### config.mk
export PLATFORM = sky130hd
export DESIGN_NAME = poly_mux_arbiter
export DESIGN_NICKNAME = d
export VERILOG_FILES = /design/src/rtl/poly_mux_arbiter_pkg.sv /design/src/rtl/poly_mux_arbiter_rr_picker.sv /design/src/rtl/poly_mux_arbiter.sv
export SDC_FILE = /design/constraint.sdc
export NUM_CORES = 1
export LEC_CHECK = 0
export BUFFER_PORTS_ARGS = -buffer_cell sky130_fd_sc_hd__buf_2
export CAP_MARGIN = 20
export CORE_ASPECT_RATIO = 0.7
export CORE_MARGIN = 2
export CORE_UTILIZATION = 64
export DETAILED_ROUTE_END_ITERATION = 12
export PLACE_DENSITY = 0.95
export SETUP_SLACK_MARGIN = 0.4
export SLEW_MARGIN = 20
export SYNTH_ARGS = -nofsm -noshare
export SYNTH_HDL_FRONTEND = slang
export SYNTH_HIERARCHICAL = 1
export SYNTH_SLANG_ARGS = --single-unit
### constraint.sdc
create_clock -name clk -period 11.2 [get_ports clk]
set_clock_uncertainty 0.1 [all_clocks]
set_input_delay 1.68 -clock clk [delete_from_list [all_inputs] [get_ports clk]]
set_output_delay 1.68 -clock clk [all_outputs]
set_load 0.05 [all_outputs]
### src/rtl/poly_mux_arbiter_pkg.sv
// Shared constants and state encoding for the polynomial multiplexer arbiter.
package poly_mux_arbiter_pkg;

   localparam int KYBER_N   = 256;
   localparam int POLY_W    = KYBER_N * 16;
   localparam int NUM_SRC   = 5;
   localparam int MAX_BEATS = 4;
   localparam int SEL_W     = 3;

   typedef enum logic {
      IDLE  = 1'b0,
      GRANT = 1'b1
   } state_t;

endpackage

### src/rtl/poly_mux_arbiter_rr_picker.sv
// Combinational round-robin picker: first set request bit at or after ptr+1,
// wrapping around, so the source at ptr itself is considered last.
module rr_picker #(
   parameter int NUM_SRC = 5,
   parameter int SEL_W   = 3
) (
   input  logic [NUM_SRC-1:0] req,
   input  logic [SEL_W-1:0]   ptr,
   output logic [SEL_W-1:0]   winner,
   output logic               any_valid
);

   always_comb begin
      int               idx;
      logic [SEL_W-1:0] cand;
      // NOTE: every output gets a default before the loop, otherwise a
      // path with no requester would hold its old value and infer a latch.
      winner    = '0;
      any_valid = 1'b0;
      for (int k = 1; k <= NUM_SRC; k++) begin
         idx = int'(ptr) + k;
         if (idx >= NUM_SRC) idx = idx - NUM_SRC;
         cand = SEL_W'(idx);
         if (!any_valid && req[cand]) begin
            winner    = cand;
            any_valid = 1'b1;
         end
      end
   end

endmodule

### src/rtl/poly_mux_arbiter.sv
// Round-robin owner arbitration for the shared polynomial multiplexer; drives
// the mux selector only, never the polynomial data.
module poly_mux_arbiter #(
   parameter int NUM_SRC   = 5,
   parameter int MAX_BEATS = 4
) (
   input  logic                                  clk,
   input  logic                                  rst,
   input  logic [NUM_SRC-1:0]                    req,
   input  logic                                  out_ready,
   output logic [poly_mux_arbiter_pkg::SEL_W-1:0] sel,
   output logic [NUM_SRC-1:0]                    grant,
   output logic                                  out_valid,
   output logic                                  busy
);

   import poly_mux_arbiter_pkg::*;

   localparam int BEAT_W = $clog2(MAX_BEATS + 1);

   state_t             state_q, state_d;
   logic [SEL_W-1:0]   sel_d;
   logic [SEL_W-1:0]   ptr_q, ptr_d;
   logic [NUM_SRC-1:0] grant_d;
   logic [BEAT_W-1:0]  beat_q, beat_d, beat_inc;
   logic [SEL_W-1:0]   winner;
   logic               any_valid;
   logic               handshake;

   rr_picker #(
      .NUM_SRC (NUM_SRC),
      .SEL_W   (SEL_W)
   ) u_picker (
      .req       (req),
      .ptr       (ptr_q),
      .winner    (winner),
      .any_valid (any_valid)
   );

   assign busy      = (state_q == GRANT);
   assign out_valid = busy & req[sel];
   assign handshake = out_valid & out_ready;
   assign beat_inc  = beat_q + BEAT_W'(1);

   always_comb begin
      state_d = state_q;
      sel_d   = sel;
      ptr_d   = ptr_q;
      grant_d = grant;
      beat_d  = beat_q;
      case (state_q)
         IDLE: begin
            if (any_valid) begin
               state_d         = GRANT;
               sel_d           = winner;
               ptr_d           = winner;
               grant_d         = '0;
               grant_d[winner] = 1'b1;
               beat_d          = '0;
            end
         end
         GRANT: begin
            // Owner withdrawal or the beat limit both release; sel is left
            // pointing at the old owner so the mux output stays stable.
            if (!req[sel] || (handshake && beat_inc == BEAT_W'(MAX_BEATS))) begin
               state_d = IDLE;
               grant_d = '0;
               beat_d  = '0;
            end else if (handshake) begin
               beat_d = beat_inc;
            end
         end
         default: begin
            state_d = IDLE;
            grant_d = '0;
            beat_d  = '0;
         end
      endcase
   end

   // NOTE: sequential state uses non-blocking assignments so every register
   // samples the pre-edge values regardless of statement order.
   always_ff @(posedge clk) begin
      if (rst) begin
         state_q <= IDLE;
         sel     <= '0;
         ptr_q   <= SEL_W'(NUM_SRC - 1);
         grant   <= '0;
         beat_q  <= '0;
      end else begin
         state_q <= state_d;
         sel     <= sel_d;
         ptr_q   <= ptr_d;
         grant   <= grant_d;
         beat_q  <= beat_d;
      end
   end

endmodule

After elaboration in Yosys (flattened, before gate mapping):

Index checks and enable logic that the tools add are counted.

* register bits: 15
* bits of input ports: 8
* output and inout bits: 10
* logic and storage cells: 90

* add/subtract/negate cells: 11
* $lt $le $gt $ge: 13
* equal/unequal tests: 4
* mux-type cells: 39
* bitwise logic cells: 3
* reduce and logical (&&, ||, !) cells: 15

Operator list (number)
* 3-bit two-way mux: 13
* 3-bit by 4-bit less-than comparator with 1-bit output, second input constant: 7
* 4-bit by 3-bit >= comparator with 1-bit output, second input constant: 5
* 1-bit binary-select mux with 3-bit select: 6
* 3-bit subtractor, second input constant: 5
* 1-bit two-way mux: 14
* 5-bit two-way mux: 2
* 5-bit case mux with 2 select lines: 1
* 3-bit by 2-bit adder with 4-bit output, second input constant: 2
* 3-bit by 3-bit adder with 4-bit output, second input constant: 2
* 1-bit logical AND: 6
* 3-bit case mux with 2 select lines: 1
* 2-bit AND reduction: 3
* 1-bit logical NOT: 5
* 3-bit by 1-bit adder with 4-bit output, second input constant: 1
* 3-bit by 1-bit adder with 3-bit output, second input constant: 1
* 1-bit demux with 3-bit select: 1
* 3-bit == test, second input constant: 1
* 3-bit by 1-bit >= comparator with 1-bit output, second input constant: 1
* 3-bit by 1-bit inequality test with 1-bit output, second input constant: 1
* 1-bit AND: 2
* 2-bit by 1-bit inequality test with 1-bit output, second input constant: 1
* 2-bit inequality test, second input constant: 1
* 1-bit case mux with 2 select lines: 1
* other kinds (2): 2

Longest topological paths before layout:

* word-level depth: 24
* mapped depth: 16
* depth with buffers taken out: 15

By module:

The synthesis kept the hierarchy.

By module, submodules not included
* rr_picker: times used 1, cells each 136, area an instance 992.2 µm², sequential area each 0.0 µm²
* poly_mux_arbiter: times used 1, cells each 80, area an instance 719.4 µm², sequential area each 260.2 µm²

Least setup slack after synthesis:

OpenSTA, ideal clock, no wires.

* kind: input-to-output
* start point: input req[0]
* end point: output out_valid
* data arrival time: 2.526 ns
* data required time: 9.420 ns
* slack: 6.894 ns
* stages: 3
* path buffers: 0
* path through: mux2_4 > o31a_4 > o21a_1

* cells in the longest elaborated chain, start to end: 3

Ends and longest elaborated chain
* start, declared: line poly_mux_arbiter.sv:9 `input logic [NUM_SRC-1:0] req,`
* 1-bit binary-select mux with 3-bit select: line poly_mux_arbiter.sv:41 `assign out_valid = busy & req[sel];`
* 1-bit two-way mux (implied by the code): line poly_mux_arbiter.sv:41
* 1-bit AND: line poly_mux_arbiter.sv:41
* end, declared: line poly_mux_arbiter.sv:13 `output logic out_valid,`

No other way between the ends. The select of a mux whose other input is x is not followed.

Worst setup path in the final report:

* start point: register sel[1] (netlist name)
* end point: register grant[1]

* cells in the longest elaborated chain, start to end: 8
* elaborated cells on any way between the ends: 9
* classes of those cells: eq/ne (1); mux (2); bitwise (2); reduce/logical (4)

Ends and longest elaborated chain
* start, declared: line poly_mux_arbiter.sv:11 `output logic [poly_mux_arbiter_pkg::SEL_W-1:0] sel,`
* start signal, assigned: line poly_mux_arbiter.sv:92 `sel <= sel_d;`
* 1-bit binary-select mux with 3-bit select *: line poly_mux_arbiter.sv:41, poly_mux_arbiter.sv:65
* 1-bit two-way mux (implied by the code) *: line poly_mux_arbiter.sv:41, poly_mux_arbiter.sv:65
* 1-bit AND: line poly_mux_arbiter.sv:41
* 1-bit AND: line poly_mux_arbiter.sv:42 `assign handshake = out_valid & out_ready;`
* 1-bit logical AND: line poly_mux_arbiter.sv:65 `if (!req[sel] || (handshake && beat_inc == BEAT_W'(MAX_BEATS))) begin`
* 1-bit logical OR *: line poly_mux_arbiter.sv:65
* 2-bit by 1-bit inequality test with 1-bit output (no source line) *
* 2-bit AND reduction (no source line) *
* end signal, assigned: line poly_mux_arbiter.sv:94 `grant <= grant_d;`
* end, declared: line poly_mux_arbiter.sv:12 `output logic [NUM_SRC-1:0] grant,`

Every way passes the cells marked *; elsewhere a longest branch is shown, timed or not. The select of a mux whose other input is x is not followed.
A chain may end at the register's enable or synchronous reset.

==> impl_metrics.env <==
export IMPL_core_mm2=0.00250
export IMPL_grt_busiest_layer="met2"
export IMPL_synth_area_mm2=0.00171
export IMPL_ctsResizeCount=0
export IMPL_n_antenna_cell=0
export IMPL_cts_buffer_depth=2
export IMPL_max_stage_delay_ps=770
export IMPL_drive_gt1_share_pct=18.3
export IMPL_cts_buffers=3
export IMPL_die_h_um=47.3
export IMPL_crit_type="reg2reg"
export IMPL_synth_cells=216
export IMPL_hp_start="beat_q[2]"
export IMPL_start_util_pct=68.6
export IMPL_grt_met1_usage_pct=43.0
export IMPL_io_buffers=17
export IMPL_final_cell_mix="25 x nor2_1, 17 x buf_2, 15 x nand2_1"
export IMPL_total_power_uw=647
export IMPL_grtUsageMet2_pct=44.8
export IMPL_period_needed_ps=4830
export IMPL_leakagePower_uw=0.000757
export IMPL_final_setup_viol_count=0
export IMPL_holdCritPathClass="reg2reg"
export IMPL_grt_max_degree=26
export IMPL_ir_drop_uv=205
export IMPL_cp_max_fo=19
export IMPL_yosys_most_used_dff="dfxtp_1"
export IMPL_rsz0062_at_grt="false"
export IMPL_clkLatencyLatePin_ps=240
export IMPL_r2r_end="grant[1]"
export IMPL_end_kind="register"
export IMPL_placedCellCount=259
export IMPL_r2r_slack_ps=6370
export IMPL_drtAntennaViolNets=0
export IMPL_die_x_um=65.8
export IMPL_maxCapViolations=0
export IMPL_yosys_warnings=6
export IMPL_cts_tree="yes"
export IMPL_postCtsSetupBuffers=0
export IMPL_synth_edf_count=0
export IMPL_r2r_start="sel[1]"
export IMPL_design_portCount=18
export IMPL_via_per_inst=6.68
export IMPL_pwr_density_cell_mw_per_mm2=352
export IMPL_outcome="finished, final reports clean"
export IMPL_cp_required_ps=11260
export IMPL_die_area_mm2=0.00311
export IMPL_max_freq_mhz=207
export IMPL_max_slew_worst_pin_slew_ps=873
export IMPL_synth_nets=237
export IMPL_grt_remaining_overflow=0
export IMPL_routedWlPerCell_um=16.7
export IMPL_crit_path_start_kind="register"
export IMPL_drt_iter0_drc=166
export IMPL_crit_chain="inv_1 -> ha_1 -> nor3b_1 -> a211oi_1 -> a21oi_1 -> o32ai_1 -> nor4bb_1 -> o31a_1 -> o2bb2ai_1 -> a21oi_2 -> nor4b_1 -> nor2_1 -> a211oi_2"
export IMPL_layout_commonest_cell="nor2_1"
export IMPL_vias=1757
export IMPL_slew_headroom_pct=41.6
export IMPL_use_met3_pct=8.39
export IMPL_ys_types=65
export IMPL_postSynthAreaPerCell_um2=7.92
export IMPL_nNetsFinal=251
export IMPL_grt_pass1_wl_um=6980
export IMPL_min_to="beat_q[2]"
export IMPL_setup_tns_ps=0
export IMPL_drt_wl_total_um=4390
export IMPL_drt_first_pass_iters=5
export IMPL_cp_slowest_cell="ha_1"
export IMPL_track_usage_pct=29.9
export IMPL_dpl_hpwl_um=3140
export IMPL_fin_crit_sh_pct=43.1
export IMPL_synth_seq_area_share_pct=15.2
export IMPL_synth_seq_cells=13
export IMPL_worstPathArrival_ps=4890
export IMPL_path_clk_slew_ps=60
export IMPL_row_count=15
export IMPL_root_buffer="clkbuf_8"
export IMPL_gp_congestion=0.898
export IMPL_holdPathStages=2
export IMPL_cts_num_sinks=13
export IMPL_syn2layout_area_growth_pct=7.46
export IMPL_instances_no_fill=263
export IMPL_synth_async_reset_ratio_pct=0
export IMPL_hold_violations=0
export IMPL_antenna_found_initial=0
export IMPL_r2r_cells=13
export IMPL_hold_buffers=0
export IMPL_cts_htree_levels=1
export IMPL_grt_pass1_vias=1470
export IMPL_drc_errors=0
export IMPL_finalMaxSlewViolations=0
synthesized netlist by cell type (all sizes together) (4+ instances only):
| cell | count | area (um2) |
|---|---|---|
| a211oi | 7 | 62.6 |
| a21oi | 17 | 96.4 |
| a31oi | 4 | 25.0 |
| buf | 7 | 45.0 |
| dfxtp | 13 | 260 |
| ha | 12 | 150 |
| inv | 12 | 45.1 |
| mux2 | 6 | 75.1 |
| mux2i | 7 | 70.1 |
| nand2 | 15 | 56.3 |
| nand2b | 8 | 57.6 |
| nor2 | 25 | 93.8 |
| nor2b | 5 | 31.3 |
| nor3 | 7 | 35.0 |
| nor3b | 4 | 30.0 |
| nor4b | 4 | 50.1 |
| o21ai | 10 | 50.0 |
| o31a | 5 | 52.6 |
sequential cells by signal, summed over array words and instances, names as in the netlist:
signal	cells
grant	5
beat_q	3
sel	3
busy	1
ptr_q	1
cell type report:
class / count / area (um2)
clock buffer: 4 / 45.0
multi-input combinational: 182 / 1350
timing repair buffer: 18 / 92.6
inverter: 12 / 45.0
fill: 183 / 657
sequential: 13 / 260
tap: 34 / 42.5
how the worst max path moves through the flow:
stage                     depth (start not counted)   endpoint  startpoint
final                                            13   grant[1]      sel[1]
after global routing                             13   grant[0]      sel[1]
after CTS                                        13   grant[1]      sel[1]
after detailed placement                         12   grant[1]      req[2]
after global placement                            5  out_valid      req[1]
after floorplan                                   3  out_valid      req[0]
logic make-up after synthesis:
kind of cell | after synthesis | share of synthesized area, %
muxes | 13 | 8.48
adders and majority gates | 13 | 9.94
DFF | 13 | 15.2
and+or+nand+nor | 84 | 28.1
xor gates and xnor gates | 4 | 2.05
buffers and inverters | 21 | 5.70
AOI/OAI and AO/OA | 68 | 30.5
per-stage QoR:
step	hold slack [ps]	worst slack (ps)	instance area, um2	utilization, %
2_1_floorplan	336	6890	1710	-
3_3_place_gp	349	6680	1790	71.9
3_5_place_dp	358	6550	1790	71.9
4_1_cts	366	6580	1840	73.7
5_1_grt	395	6060	1840	73.7
6_report	364	6370	1840	73.7
metal layers:
layer  up-vias  share of wire (%)
met5         -                  0
met4         0                1.6
met3        12                 13
met2       123                 42
met1       789                 43
li1        833                  -
report_power, final:
group / internal, uW / switching [uW] / total (uW)
clock network: 25.1 / 17.0 / 42.1
logic: 200 / 330 / 530
registers: 58.3 / 16.7 / 74.9
total: 284 / 364 / 647
critical path, delay by kind of cell, from the launching register on:
family	cells	cell delay, ps
compound gates	7	1900
fa+ha+maj	1	770
buf+inv	1	260
flops	1	740
simple gates	4	980
(Power assumes the default switching activity.)
